==> src/rtl/qam_psc_if.sv <==
// qam_psc_if: symbol-in / bit-out bundle for the QAM receive parallel-to-serial
// converter.
//   sym_valid/sym_ready/sym_in : W-bit symbol handshake (upstream -> converter)
//   en                         : downstream bit-rate enable
//   Dout/dout_valid            : serial bit stream, MSB of each symbol first
// modport master : upstream/downstream side (drives symbols and en)
// modport slave  : the converter itself
interface qam_psc_if #(parameter int W = 2);
  logic         sym_valid;
  logic         sym_ready;
  logic [W-1:0] sym_in;
  logic         en;
  logic         Dout;
  logic         dout_valid;

  modport master (output sym_valid, sym_in, en,
                  input  sym_ready, Dout, dout_valid);
  modport slave  (input  sym_valid, sym_in, en,
                  output sym_ready, Dout, dout_valid);
endinterface

==> src/rtl/qam_psc.sv <==
// qam_psc: parallel-to-serial converter for the QAM receive path.
// Accepts W-bit demapped symbols over valid/ready and shifts them out one bit
// per enabled cycle, MSB first. A one-entry holding buffer takes the next
// symbol while the current one drains, so output is gap-free under en=1.
// Ports:
//   clk  : clock, all state on rising edge
//   rst  : synchronous active-high reset (drops partial and held symbols)
//   bus  : qam_psc_if.slave (sym_valid/sym_ready/sym_in, en, Dout/dout_valid)
// Parameter W: bits per symbol, 1..8.
// Optional macro PSC_GRAY_EN: sym_in is Gray-coded and converted to binary at
// capture (both direct and hold load paths); undefined stores sym_in as-is.
module qam_psc #(
  parameter int W = 2
) (
  input  logic         clk,
  input  logic         rst,
  qam_psc_if.slave     bus
);
  localparam int CW = (W > 1) ? $clog2(W) : 1;

  typedef enum logic {IDLE = 1'b0, SHIFT = 1'b1} state_t;

  state_t         state_q, state_d;
  logic [W-1:0]   sh_q, sh_d;
  logic [CW-1:0]  cnt_q, cnt_d;
  logic [W-1:0]   hold_q, hold_d;
  logic           hold_v_q, hold_v_d;

  logic           active, accept, consume, last, free;
  logic [W-1:0]   cap;

  // Value actually stored when a symbol is captured.
  always_comb begin
    cap = bus.sym_in;
`ifdef PSC_GRAY_EN
    cap[W-1] = bus.sym_in[W-1];
    for (int i = W - 2; i >= 0; i--) cap[i] = cap[i+1] ^ bus.sym_in[i];
`endif
  end

  assign active  = (state_q == SHIFT);
  assign accept  = bus.sym_valid & ~hold_v_q;
  assign consume = bus.en & active;
  assign last    = consume & (cnt_q == CW'(W - 1));
  // Shifter can take a new symbol this edge: empty or releasing its last bit.
  assign free    = ~active | last;

  always_ff @(posedge clk) begin
    if (rst) begin
      state_q  <= IDLE;
      sh_q     <= '0;
      cnt_q    <= '0;
      hold_q   <= '0;
      hold_v_q <= 1'b0;
    end else begin
      state_q  <= state_d;
      sh_q     <= sh_d;
      cnt_q    <= cnt_d;
      hold_q   <= hold_d;
      hold_v_q <= hold_v_d;
    end
  end

  always_comb begin
    state_d  = state_q;
    sh_d     = sh_q;
    cnt_d    = cnt_q;
    hold_d   = hold_q;
    hold_v_d = hold_v_q;

    if (free && hold_v_q) begin
      // Held symbol has priority; sym_ready is low so no accept competes.
      sh_d     = hold_q;
      cnt_d    = '0;
      state_d  = SHIFT;
      hold_v_d = 1'b0;
    end else if (free && accept) begin
      // Direct load, no bubble even when coincident with the last bit.
      sh_d    = cap;
      cnt_d   = '0;
      state_d = SHIFT;
    end else if (free) begin
      state_d = IDLE;
      cnt_d   = '0;
    end else if (consume) begin
      sh_d  = sh_q << 1;
      cnt_d = cnt_q + CW'(1);
    end

    // Shifter busy mid-symbol: park the new symbol in the holding buffer.
    if (accept && !free) begin
      hold_d   = cap;
      hold_v_d = 1'b1;
    end
  end

  assign bus.Dout       = sh_q[W-1];
  assign bus.dout_valid = active;
  assign bus.sym_ready  = ~hold_v_q;
endmodule
==> src/flat_wrapper.sv <==
// flat-port wrapper written by rule: the top's interface ports become plain ports
module qam_psc_flat 
#(
  parameter int W = 2
)
  (clk, rst, bus_sym_valid, bus_sym_in, bus_en, bus_sym_ready, bus_Dout, bus_dout_valid);
  qam_psc_if #(.W(W)) bus_i ();
  input  logic clk;
  input  logic rst;
  input wire logic [$bits(bus_i.sym_valid)-1:0] bus_sym_valid;
  input wire logic [$bits(bus_i.sym_in)-1:0] bus_sym_in;
  input wire logic [$bits(bus_i.en)-1:0] bus_en;
  output wire logic [$bits(bus_i.sym_ready)-1:0] bus_sym_ready;
  output wire logic [$bits(bus_i.Dout)-1:0] bus_Dout;
  output wire logic [$bits(bus_i.dout_valid)-1:0] bus_dout_valid;
  assign bus_i.sym_valid = bus_sym_valid;
  assign bus_i.sym_in = bus_sym_in;
  assign bus_i.en = bus_en;
  assign bus_sym_ready = bus_i.sym_ready;
  assign bus_Dout = bus_i.Dout;
  assign bus_dout_valid = bus_i.dout_valid;
  qam_psc #(.W(W)) u_core (.clk(clk), .rst(rst), .bus(bus_i));
endmodule
==> config.mk <==
export PLATFORM = sky130hd
export DESIGN_NAME = qam_psc_flat
export DESIGN_NICKNAME = d
export VERILOG_FILES = /design/src/rtl/qam_psc_if.sv /design/src/rtl/qam_psc.sv /design/src/flat_wrapper.sv
export SDC_FILE = /design/constraint.sdc
export NUM_CORES = 1
export LEC_CHECK = 0
export BUFFER_PORTS_ARGS = -buffer_cell sky130_fd_sc_hd__buf_2
export CORE_AREA = 2 2 39 41
export CTS_BUF_LIST = sky130_fd_sc_hd__clkbuf_8
export CTS_CLUSTER_DIAMETER = 200
export DETAILED_ROUTE_END_ITERATION = 12
export DIE_AREA = 0 0 41 43
export PLACE_DENSITY_LB_ADDON = 0.15
export SLEW_MARGIN = 25
export SYNTH_ARGS = -nofsm -noshare
export SYNTH_HDL_FRONTEND = slang
export SYNTH_SLANG_ARGS = --single-unit
==> constraint.sdc <==
create_clock -name clk -period 2.6 [get_ports clk]
set_input_delay 0.39 -clock clk [delete_from_list [all_inputs] [get_ports clk]]
set_output_delay 0.39 -clock clk [all_outputs]
set_load 0.01 [all_outputs]
==> Word level (Yosys, flattened, before mapping) <==
Index checks and enable logic that the tools add are counted.
{ "classes": {"n_reduce_logical": 9, "eq_ne": 1, "add_sub_neg": 1, "bitwise_logic": 6, "n_mux": 9} }
{ "ops": {"columns": ["op", "count"], "rows": [
  ["two-way mux 2 bit", 4],
  ["nonzero test 3 bit", 2],
  ["two-way mux 1 bit", 5],
  ["OR reduction 4 bit", 1],
  ["AND 1 bit", 3],
  ["logical AND 1 bit", 3],
  ["!= test 3 bit, second input constant", 1],
  ["inverter 1 bit", 2],
  ["AND reduction 2 bit", 1],
  ["nonzero test 2 bit", 1],
  ["adder 1 bit, second input constant", 1],
  ["zero test 1 bit", 1],
  ["OR 1 bit", 1]
]} }
{ "totals": {"out_inout_bits": 3, "register_bits": 7, "word_cells": 31, "in_bits": 6} }

==> Depth between registers and ports, before layout <==
Gate-level depths: netlist (run 1).
{ "logic_depth": {"depth_word": 6, "depth_mapped": 4, "mapped_depth_nobuf": 4} }

==> Worst setup path before layout (run 1) <==
Ideal clock, no wire load.
{ "synth_timing": {"path_kind": "register -> register", "start": "register u_core.state_q (netlist: u_core.bus.dout_valid)", "end": "register u_core.hold_q[0]", "period_less_slack_ps": 1070, "required_time_ps": 2486, "path_buffers": 0, "t_arrival_ps": 956, "slack_ps": 1530, "stages_incl_launch_ff": 5, "setup_time_ps": 114, "cell_sequence": "dfxtp_1 > a21boi_2 > nand3_1 > mux2i_1 > nor2_1"} }
{ "synth_between": {"elab_chain_cells": 5, "word_cells_on_any_way": 6, "classes_between": "bitwise (4); reduce/logical (2)"} }
{ "synth_rtl": {"columns": ["element", "line", "rtl"], "rows": [
  ["start: declaration", "qam_psc.sv:23", "state_t state_q, state_d;"],
  ["start signal: assignment", "qam_psc.sv:56", "state_q <= state_d;"],
  ["AND 1 bit", "qam_psc.sv:43", "assign consume = bus.en & active;"],
  ["AND 1 bit", "qam_psc.sv:44", "assign last = consume & (cnt_q == CW'(W - 1));"],
  ["OR 1 bit (*)", "qam_psc.sv:46", "assign free = ~active | last;"],
  ["zero test 1 bit (*)", "qam_psc.sv:91", "if (accept && !free) begin"],
  ["logical AND 1 bit (*)", "qam_psc.sv:91", null],
  ["end signal: assignment", "qam_psc.sv:59", "hold_q <= hold_d;"],
  ["end: declaration", "qam_psc.sv:26", "logic [W-1:0] hold_q, hold_d;"]
]} }
Every way passes the cells marked *; elsewhere a longest branch is shown, timed or not.
A chain may end at the register's enable or synchronous reset.

==> Final worst setup path (run 1) <==
{ "layout_timing": {"start": "register u_core.hold_v_q", "end": "output port bus_sym_ready"} }
{ "layout_between": {"elab_chain_cells": 1} }
{ "layout_rtl": {"columns": ["element", "line", "rtl"], "rows": [
  ["start: declaration", "qam_psc.sv:27", "logic hold_v_q, hold_v_d;"],
  ["start signal: assignment", "qam_psc.sv:60", "hold_v_q <= hold_v_d;"],
  ["inverter 1 bit", "qam_psc.sv:99", "assign bus.sym_ready = ~hold_v_q;"],
  ["end: declaration", "flat_wrapper.sv:13", "output wire logic [$bits(bus_i.sym_ready)-1:0] bus_sym_ready;"]
]} }
Every way passes these cells.

==> results of run 1 <==
==> metrics by stage <==
| stage | power, mW | hold WS (ns) | cells | instance area [um^2] |
|---|---|---|---|---|
| 6_report | 0.308 | 0.422 | 66 | 428 |
| 5_1_grt | 0.323 | 0.436 | 66 | 428 |
| 4_1_cts | 0.309 | 0.428 | 66 | 428 |
| 3_5_place_dp | 0.161 | 0.495 | 62 | 383 |
| 3_3_place_gp | 0.162 | 0.491 | 62 | 383 |
| 2_1_floorplan | 0.146 | 0.459 | 38 | 323 |
==> area by class of cell <==
cell class	count	area (um^2)
Inverter	3	11.3
Clock buffer	3	41.3
Sequential cell	7	140
Fill cell	156	956
Clock inverter	1	3.75
Multi-Input combinational cell	28	171
Tap cell	16	20.0
Timing Repair Buffer	8	40.0
==> cells in the final DEF (no fill, tap or decap) <==
cell type / synthesis / routed
a21oi_1: 2 / 2
o211ai_1: 1 / 1
buf_2: 0 / 8
nor3b_1: 1 / 1
o22ai_1: 1 / 1
a2bb2oi_1: 1 / 1
xnor2_1: 1 / 1
mux2i_1: 2 / 2
inv_1: 3 / 4
nor3_1: 1 / 1
nor2_1: 5 / 5
nand3_1: 1 / 1
nand2b_1: 2 / 2
o21ai_0: 1 / 1
a21boi_2: 2 / 2
a311oi_1: 1 / 1
nand2_1: 5 / 5
clkbuf_8: 0 / 3
dfxtp_1: 7 / 7
nor2b_1: 1 / 1
==> worst max path at each step <==
stage                          start                to  slack [ns]  cells after the start
3_5_place_dp                  bus_en    u_core.sh_q[1]        1.38                      5
5_1_grt              u_core.hold_v_q     bus_sym_ready        1.33                      2
6_report             u_core.hold_v_q     bus_sym_ready        1.37                      2
2_1_floorplan  u_core.bus.dout_valid  u_core.hold_q[0]        1.53                      4
4_1_cts              u_core.hold_v_q     bus_sym_ready        1.37                      2
3_3_place_gp                  bus_en    u_core.sh_q[1]        1.39                      5
==> report_power, final <==
group / switching [mW] / internal [mW] / total (mW)
clock network: 0.0471 / 0.102 / 0.149
logic: 0.0201 / 0.0188 / 0.0389
registers: 0.00513 / 0.115 / 0.120
total: 0.0723 / 0.236 / 0.308
==> routing by layer <==
layer  part of all wire (%)  GRT usage (%)  wire (um)  vias to the layer above
met5                      0              0          0                        -
met2                     41           10.3        259                        8
li1                       -              -          -                      153
met3                    8.3           5.24         52                        2
met1                     50           12.6        311                      133
met4                   0.48           6.00          3                        0
==> cell families (layout without fill, tap and decap cells) <==
| group | count (synthesis) | count (layout) | synth area share, % |
|---|---|---|---|
| buf+inv | 3 | 15 | 3.49 |
| mux | 2 | 2 | 6.20 |
| xor+xnor | 1 | 1 | 2.71 |
| flops | 7 | 7 | 43.4 |
| simple gates | 16 | 16 | 22.9 |
| compound gates | 9 | 9 | 21.3 |
==> sequential cells by signal, summed over array words and instances (netlist names) <==
| signal | cells |
|---|---|
| u_core.bus.dout_valid | 1 |
| u_core.cnt_q | 1 |
| u_core.hold_q | 2 |
| u_core.hold_v_q | 1 |
| u_core.sh_q | 2 |
==> tightest hold or removal path: cells and delay by family <==
family                 cells  cell delay [ns]
muxes                      1             0.06
and+or+nand+nor            1             0.07
buffers and inverters      1             0.09
==> impl_results.md, run 1 <==
* Slew at the pin closest to its max-slew limit at about 0.25 ns
* CTS clk-pin slew, worst paths at 0.04 ns
* Unrepaired setup endpoints after global routing: no
* Pin count of the biggest net entering global routing at 8
* Die X at a little over 40 um
* Worst R2R Path Depth at 4
* Period utilization at between 40% and 50%
* Pwr Density at slightly above 700 nW/um^2
* Synth Net Count at 44
* Antenna violations before repair at 0
* Synth Area per Inst at roughly 8.5 um^2
* ANT nets after route at 0
* Die Span Y at 43 um
* Grt total ovfl at 0
* Die Area at roughly 1800 um^2
* Slew headroom at between 80 and 90%
* VDD IR max at roughly 0.26 mV
* FP Rows at 14
* Htree depth at 1
* Status: finished, final reports clean
* Total I/O pin count at 9
* CP top delay family: flip-flops
* Worst hold endpoint: u_core.hold_q[1]
* RD Place Congestion at 0.760
* Max-slew violations at 0
* RR Endpoint: u_core.hold_q[1]
* Area grow syn2layout at 32.6%
* WP buf/inv at 2
* DRC Markers at 0
* Hold Buf Count CTS at 0
* R2R setup slack at roughly 1.5 ns
* Root Buffer: clkbuf_8
* R2r startpoint: u_core.bus.dout_valid
* Final Util at between 30% and 40%
* CTS Sinks at 7
* Resize count post-CTS at 0
* Critical Path RT at between 2 and 2.5 ns
* TritonCTS buffer count at 3
* DP HPWL at between 400 and 500 um
* Count leader, synth: dfxtp_1
* Synth warnings at 0
* Delay of the slowest critical-path stage at roughly 0.38 ns
* CTS tree: yes
* Commonest cells post-synth: dfxtp_1, nand2_1, nor2_1
* Setup total negative slack at 0 ns
* Initial DRC count at 4
* Post-layout minimum cycle time at roughly 1.2 ns
* Beginning of the worst hold path: bus_sym_in[1]
* Async SR Flop Fraction at 0%
* Core area at around 1400 um^2
* CP Cell Sequence: inv_1, buf_2
* Slowest cell on the critical path: dfxtp_1
* Max Cap Viol at 0
* Crit-path max FO at 5
* Fmax at a little over 800 MHz
* Yosys reg bits at 7
* P_leak at 0.191 nW
* Fin. Hold Viols at 0
* Postcts setup bufs at 0
* # setup viols final at 0
* CTS Buffer Depth at 2
* Number of unique standard cell types used by synthesis at 18
* Port bufs at 8
* Syn Inst Count at 38
* Worst setup SP type: register
* TritonRoute pass-1 iters at 2
* Gr usage total at under 10%
* Global-route wire length before repair at 1.05 mm
* Dominant cell type by area after synthesis: dfxtp_1
* Vias/cell at 4.48
* WHS Path Cells at 3
* CP Class: register to output port
* Crit end category: output port
* Hold Path Class: input port to register
* Setup slack after placement at roughly 1.4 ns
* Share of post-route cells with drive strength above 1 at between 20% and 30%
* Synth top area share at roughly 43%
* Initial Util at roughly a quarter
* Post-Route WL at 626 um
* Final setup slack of the worst path at 1.37 ns
* WL per Instance at around 9.5 um
* Vias at roughly 300
* NumNets Final at between 50 and 60
* Ys flop type: dfxtp_1
* Top post-synthesis cells by area: dfxtp_1, a21boi_2, mux2i_1
* Register area share after synthesis at 43.4%
* Clock skew at 0.00135 ns
* Worst-Skew Late Latency at roughly 0.22 ns
* Crit path DAT at ~0.84 ns
* Post-Syn Area at 323 um^2
* Number of global-route vias before repair at 257
* Post-synth EDFFs at 0
* Antenna Cells at 0
(Power assumes the default switching activity.)
==> run 2: changes to the inputs <==
- ABC_AREA: unset -> 1
- clock period: 2.6 -> 1.1 ns (I/O delays scaled with it)
==> run 2 against run 1 <==
  * Worst setup slack lost 1.3 ns
  * Non-clock buffer count unchanged
  * Highest routed layer is now met3
  * Synthesized cell count rose by 29%
  * First-iteration DRC count increased by 25%
  * Global-route usage is 1.4 points higher
  * Area after synthesis rose by 8.1%
  * Critical endpoint unchanged
  * Sequential power is 140% higher
  * Power rose by 140%
  * Routed wire length increased by 14%
  * Largest power group unchanged
==> impl_results.md, run 2 <==
* Dominant cell type by area after synthesis: dfxtp_1 (unchanged)
* Clock skew at 0.00284 ns (was 0.00135 ns)
* Crit-path max FO at 5 (unchanged)
* Period utilization at approximately 90%
* Register area share after synthesis at 40.1% (was 43.4%)
* Core area at 1380 um^2 (unchanged)
* CTS Buffer Depth at 2 (unchanged)
* WL per Instance at 9.30 um (was 9.48 um)
* Hold Path Class: input port to register (unchanged)
* Worst setup SP type: register (unchanged)
* Syn Inst Count at 49 (was 38)
* Combinational share of power at 13.9% (was 12.6%)
* Commonest non-fill, non-tap cell in the layout: nand2_1 (was buf_2)
* CTS tree: yes (unchanged)
* Fin area at 454 um^2 (was 428 um^2)
* ANT nets after route at 0 (unchanged)
* Pwr Density at 1640 nW/um^2 (was 719 nW/um^2)
* Clock power frac at 47.9% (was 48.4%)
* Filler instances at 164 (was 156)
* Flop pwr share at 38.2% (was 38.9%)
* DRC Markers at 0 (unchanged)
* Top post-synthesis cells by area: dfxtp_1, nand2_1, nand3_1 (was dfxtp_1, a21boi_2, mux2i_1)
* Post-synthesis mux area share at 0% (was 6.20%)
* WP buf/inv at 2 (unchanged)
* Share of post-route cells with drive strength above 1 at 32.8% (was 26.0%)
* Net Sw Frac at 25.1% (was 23.5%)
* Post-Route WL at 716 um (was 626 um)
* CTS Sinks at 7 (unchanged)
* Count leader, synth: nand2_1 (was dfxtp_1)
* Slowest cell on the critical path: dfxtp_1 (unchanged)
* Fmax at slightly above 1000 MHz
* FP Rows at 14 (unchanged)
* CP Cell Sequence: inv_2, buf_2 (was inv_1, buf_2)
* CP Class: register to output port (unchanged)
* Vias/cell at 4.39 (was 4.48)
* CP top delay family: flip-flops (unchanged)
* Status: finished, final reports clean (unchanged)
* Antenna violations before repair at 0 (unchanged)
* Gr usage total at 10.6% (was 9.15%)
* Post-Syn Area at 349 um^2 (was 323 um^2)
* RD Place Congestion at 0.722 (was 0.760)
* Post-Synth Simple-Gate Area at 41.2% (was 22.9%)
* Pin count of the biggest net entering global routing at 10 (was 8)
* Delay of the slowest critical-path stage at 0.40 ns (was 0.38 ns)
* Die Span Y at 43 um (unchanged)
* Slew headroom at 87.4% (was 83.2%)
* Die X at 41 um (unchanged)
* Yosys reg bits at 7 (unchanged)
* Post-synth EDFFs at 0 (unchanged)
* Area grow syn2layout at 30.1% (was 32.6%)
* Combinational family with the most area after synthesis: simple AND/OR/NAND/NOR gates (unchanged)
* Initial Util at 25.2% (was 23.3%)
* Global-route wire length before repair at 1.12 mm (was 1.05 mm)
* VDD IR max at 0.687 mV (was 0.259 mV)
* Port bufs at 8 (unchanged)
* XOR/XNOR Fraction of Synth Area at 0% (was 2.71%)
* Hold slack final at 0.125 ns (was 0.422 ns)
* Fin. Hold Viols at 0 (unchanged)
* Compound-gate portion of the synthesized area at 10.0% (was 21.3%)
* Synth top area share at 40.1% (was 43.4%)
* Sw Pwr at 0.187 mW (was 0.0723 mW)
* Root Buffer: clkbuf_8 (unchanged)
* Number of global-route vias before repair at 304 (was 257)
* Number of unique standard cell types used by synthesis at 15 (was 18)
* P_leak at 0.225 nW (was 0.191 nW)
* Vias at 338 (was 296)
* Crit end category: output port (unchanged)
* Synth Area per Inst at 7.12 um^2 (was 8.50 um^2)
* DP HPWL at 551 um (was 497 um)
* Dpl cell area at 409 um^2 (was 383 um^2)
* # setup viols final at 0 (unchanged)
* Max-slew violations at 0 (unchanged)
* Htree depth at 1 (unchanged)
* Ys flop type: dfxtp_1 (unchanged)
* Storage cell area at 140 um^2 (unchanged)
* Antenna Cells at 0 (unchanged)
* Postcts setup bufs at 0 (unchanged)
* Resize count post-CTS at 0 (unchanged)
* Synth Net Count at 55 (was 44)
* Hold Buf Count CTS at 0 (unchanged)
* Multi-input gate area at 179 um^2 (was 171 um^2)
* TritonRoute pass-1 iters at 4 (was 2)
* Largest registers: u_core.hold_q (2), u_core.sh_q (2) (unchanged)
* Grt total ovfl at 0 (unchanged)
* Adder-cell share of the synthesized area at 0% (unchanged)
* TritonCTS buffer count at 3 (unchanged)
* Initial DRC count at 5 (was 4)
* Commonest cells post-synth: nand2_1, dfxtp_1, inv_1 (was dfxtp_1, nand2_1, nor2_1)
* Most frequent cells in the layout: nand2_1, buf_2, inv_1, dfxtp_1 (was buf_2, dfxtp_1, nor2_1, nand2_1, inv_1)
* Crit path DAT at 0.82 ns (was 0.84 ns)
* Worst-Skew Late Latency at 0.23 ns (was 0.22 ns)
* Max Cap Viol at 0 (unchanged)
* Setup total negative slack at 0 ns (unchanged)
* Async SR Flop Fraction at 0% (unchanged)
* CTS clk-pin slew, worst paths at 0.04 ns (about the same)
* NumNets Final at 68 (was 57)
* Total I/O pin count at 9 (unchanged)
* Synth warnings at 0 (unchanged)
* Post-layout minimum cycle time at approximately 0.99 ns
* Unrepaired setup endpoints after global routing: no (unchanged)
* Critical Path RT at 0.94 ns (was 2.21 ns)
* Slew at the pin closest to its max-slew limit at 0.189 ns (was 0.251 ns)
* Int Power at 0.556 mW (was 0.236 mW)
* Die Area at 1760 um^2 (unchanged)
run 2: kinds of logic after synthesis:
logic type | Yosys count
simple gates | 28
buf+inv | 8
flops | 7
compound gates | 6
run 2: worst paths after layout:
kind                    startpoint               endpoint  slack [ns]  cells after the start
min                            rst  u_core.bus.dout_valid        0.12                      2
min reg2reg       u_core.hold_q[0]       u_core.hold_q[0]        0.48                      2
max reg2reg  u_core.bus.dout_valid       u_core.hold_q[0]        0.14                      5
max                u_core.hold_v_q          bus_sym_ready        0.11                      2
run 2: worst register-to-register path: cells and delay by family, from the launching register on:
kind	cells	cell delay, ns
DFF	1	0.39
AOI/OAI and AO/OA	1	0.16
buffers and inverters	1	0.07
and+or+nand+nor	3	0.23
run 2: per-layer routing:
layer / global-route usage, % / vias to the layer above / share of wire, %
met5: 0 / - / 0
met3: 7.85 / 0 / 7.8
li1: - / 178 / -
met1: 9.68 / 148 / 44
met4: 8.00 / 0 / 0
met2: 15.0 / 12 / 48
run 2: power by group through the flow:
stage	registers (mW)	clock network, mW	logic [mW]
final	0.284	0.356	0.103
after global routing	0.286	0.386	0.118
after CTS	0.284	0.370	0.105
after detailed placement	0.288	0	0.104
after global placement	0.289	0	0.104
after floorplan	0.290	0	0.0696
run 2: cell type report:
type	count	area share, %
inverters	8	6.61
flip-flops and latches	7	30.9
repair buffers	8	8.82
clock inverters	1	0.826
clock buffers	3	9.09
multi-input cells	34	39.4
well taps	16	4.41
run 2: through the flow:
stage	setup slack [ns]	total power [mW]	cells	utilization (%)
2_1_floorplan	0.147	0.360	49	-
3_3_place_gp	0.125	0.393	73	29.6
3_5_place_dp	0.139	0.392	73	29.6
4_1_cts	0.108	0.760	77	32.8
5_1_grt	0.00190	0.790	77	32.8
6_report	0.114	0.743	77	32.8
==> run 3: changes to the inputs <==
--- a/config.mk
+++ b/config.mk
@@ -14,3 +14,4 @@
 export DIE_AREA = 0 0 41 43
-export PLACE_DENSITY_LB_ADDON = 0.15
+export PLACE_DENSITY_LB_ADDON = 0.3
+export SETUP_SLACK_MARGIN = 0.15
 export SLEW_MARGIN = 25
==> constraint.sdc (replaced) <==
create_clock -name clk -period 1.1 [get_ports clk]
set_input_delay 0.11 -clock clk [delete_from_list [all_inputs] [get_ports clk]]
set_output_delay 0.11 -clock clk [all_outputs]
set_load 0.01 [all_outputs]
==> run 3 against run 2 <==
  * Worst hold slack lost 0.067 ns
  * Clock power increased by 2%
  * Combinational power grew 23%
  * Fmax grew 5.6%
  * Power increased by 4.6%
  * Clock-buffer cell count stayed put
  * Sequential share of layout area shrank 2.1 points
  * Non-clock buffer count increased by 2
  * Sequential cell count did not move
  * Critical endpoint is now u_core.hold_q[0]
==> impl_results.md, run 3 (same netlist as run 2, synthesis figures left out) <==
* DRC Markers at 0 (unchanged)
* Post-Route WL at 797 um (was 716 um)
* NumNets Final at 70 (was 68)
* CTS clk-pin slew, worst paths at 0.04 ns (about the same)
* Setup total negative slack at 0 ns (unchanged)
* CP Class: register to register (was register to output port)
* Die Area at 1760 um^2 (unchanged)
* Pwr Density at 1550 nW/um^2 (was 1640 nW/um^2)
* Initial Util at 25.2% (unchanged)
* Crit-path max FO at 7 (was 5)
* Period utilization at 84.9% (was 89.7%)
* Number of global-route vias before repair at 271 (was 304)
* TritonRoute pass-1 iters at 2 (was 4)
* DP HPWL at 574 um (was 551 um)
* Final setup slack of the worst path at 0.166 ns (was 0.114 ns)
* WHS Path Cells at 2 (unchanged)
* Flop pwr share at 37.0% (was 38.2%)
* Combinational share of power at 16.4% (was 13.9%)
* Max-slew violations at 0 (unchanged)
* # setup viols final at 0 (unchanged)
* Vias at 345 (was 338)
* Fin area at 500 um^2 (was 454 um^2)
* FP Rows at 14 (unchanged)
* Post-layout minimum cycle time at 0.934 ns (was 0.986 ns)
* Fin. Hold Viols at 0 (unchanged)
* VDD IR max at 0.687 mV (about the same)
* Grt total ovfl at 0 (unchanged)
* Slew headroom at 87.3% (was 87.4%)
* WL per Instance at 10.1 um (was 9.30 um)
* CTS tree: yes (unchanged)
* Worst R2R Path Depth at 7 (was 5)
* Hold Buf Count CTS at 0 (unchanged)
* Largest registers: u_core.hold_q (2), u_core.sh_q (2) (unchanged)
* Slew at the pin closest to its max-slew limit at 0.190 ns (was 0.189 ns)
* Hold slack final at 0.0579 ns (was 0.125 ns)
* Pwr Total at 0.777 mW (was 0.743 mW)
* Status: finished, final reports clean (unchanged)
* Max Cap Viol at 0 (unchanged)
* Setup slack after placement at 0.142 ns (was 0.139 ns)
* Crit path DAT at 1.06 ns (was 0.82 ns)
* ANT nets after route at 0 (unchanged)
* Unrepaired setup endpoints after global routing: yes (was no)
* Hold Path Class: input port to register (unchanged)
* Non-Filler Instances at 79 (was 77)
* Dpl cells at 73 (unchanged)
* Sw Pwr at 0.206 mW (was 0.187 mW)
* Antenna violations before repair at 0 (unchanged)
* CTS Sinks at 7 (unchanged)
* Total I/O pin count at 9 (unchanged)
* Die X at 41 um (unchanged)
* Core area at 1380 um^2 (unchanged)
* Int Power at 0.571 mW (was 0.556 mW)
* Worst setup SP type: register (unchanged)
* Critical Path RT at 1.23 ns (was 0.94 ns)
* CTS Buffer Depth at 2 (unchanged)
* Dpl cell area at 410 um^2 (was 409 um^2)
* Vias/cell at 4.37 (was 4.39)
* RD Place Congestion at 0.759 (was 0.722)
* Fmax at 1070 MHz (was 1010 MHz)
* Crit end category: register (was output port)
* Htree depth at 1 (unchanged)
* Net Sw Frac at 26.5% (was 25.1%)
* Area grow syn2layout at 43.4% (was 30.1%)
* P_leak at 0.247 nW (was 0.225 nW)
* Die Span Y at 43 um (unchanged)
* Most frequent cells in the layout: nand2_1, buf_2, inv_1 (was nand2_1, buf_2, inv_1, dfxtp_1)
* Global-route wire length before repair at 1.06 mm (was 1.12 mm)
* TritonCTS buffer count at 3 (unchanged)
* Clock power frac at 46.6% (was 47.9%)
* Commonest non-fill, non-tap cell in the layout: nand2_1 (unchanged)
* Root Buffer: clkbuf_8 (unchanged)
* Antenna Cells at 0 (unchanged)
* Share of post-route cells with drive strength above 1 at 47.6% (was 32.8%)
* Final Util at 36.2% (was 32.8%)
* Port bufs at 8 (unchanged)
* Gr usage total at 9.46% (was 10.6%)
* Pin count of the biggest net entering global routing at 10 (unchanged)
* Clock skew at 0.000640 ns (was 0.00284 ns)
* Worst-Skew Late Latency at 0.23 ns (about the same)
* Initial DRC count at 3 (was 5)
run 3: worst max-delay path, stage by stage (launching register included):
cell	delay, ns
dfxtp_2	0.33
nand2_2	0.07
nand2_4	0.11
inv_2	0.06
nand2_4	0.07
inv_2	0.04
nor2_2	0.10
nor2_1	0.04
run 3: timing repair:
action	4_1_cts	5_1_grt
pin swaps	0	6
buffers inserted	0	2
hold endpoints to repair	0	0
endpoints found under the setup margin	4	3
resized for setup	2	10
run 3: layout make-up:
type,count,area [um^2]
Clock buffer,3,41.3
Sequential cell,7,144
Clock inverter,1,3.75
Multi-Input combinational cell,34,203
Fill cell,159,883
Inverter,8,30.0
Timing Repair Buffer,10,58.8
Tap cell,16,20.0
run 3: worst paths after layout:
check,from,endpoint,slack [ns]
min reg2reg,u_core.cnt_q,u_core.cnt_q,0.47
max reg2reg,u_core.cnt_q,u_core.hold_q[0],0.17
max,u_core.cnt_q,u_core.hold_q[0],0.17
min,rst,u_core.bus.dout_valid,0.06
run 3: power groups by stage:
stage	Sequential, mW	Combinational, mW	Clock (mW)
2_1_floorplan	0.291	0.0697	0
3_3_place_gp	0.289	0.104	0
3_5_place_dp	0.289	0.104	0
4_1_cts	0.286	0.105	0.370
5_1_grt	0.289	0.143	0.384
6_report	0.287	0.127	0.362
run 3: per-layer routing:
layer	vias up	GRT usage [%]	share of wire, %
li1	184	-	-
met1	149	10.7	41
met2	9	12.2	50
met3	3	6.81	7.3
met4	0	6.00	2.3
met5	-	0	0
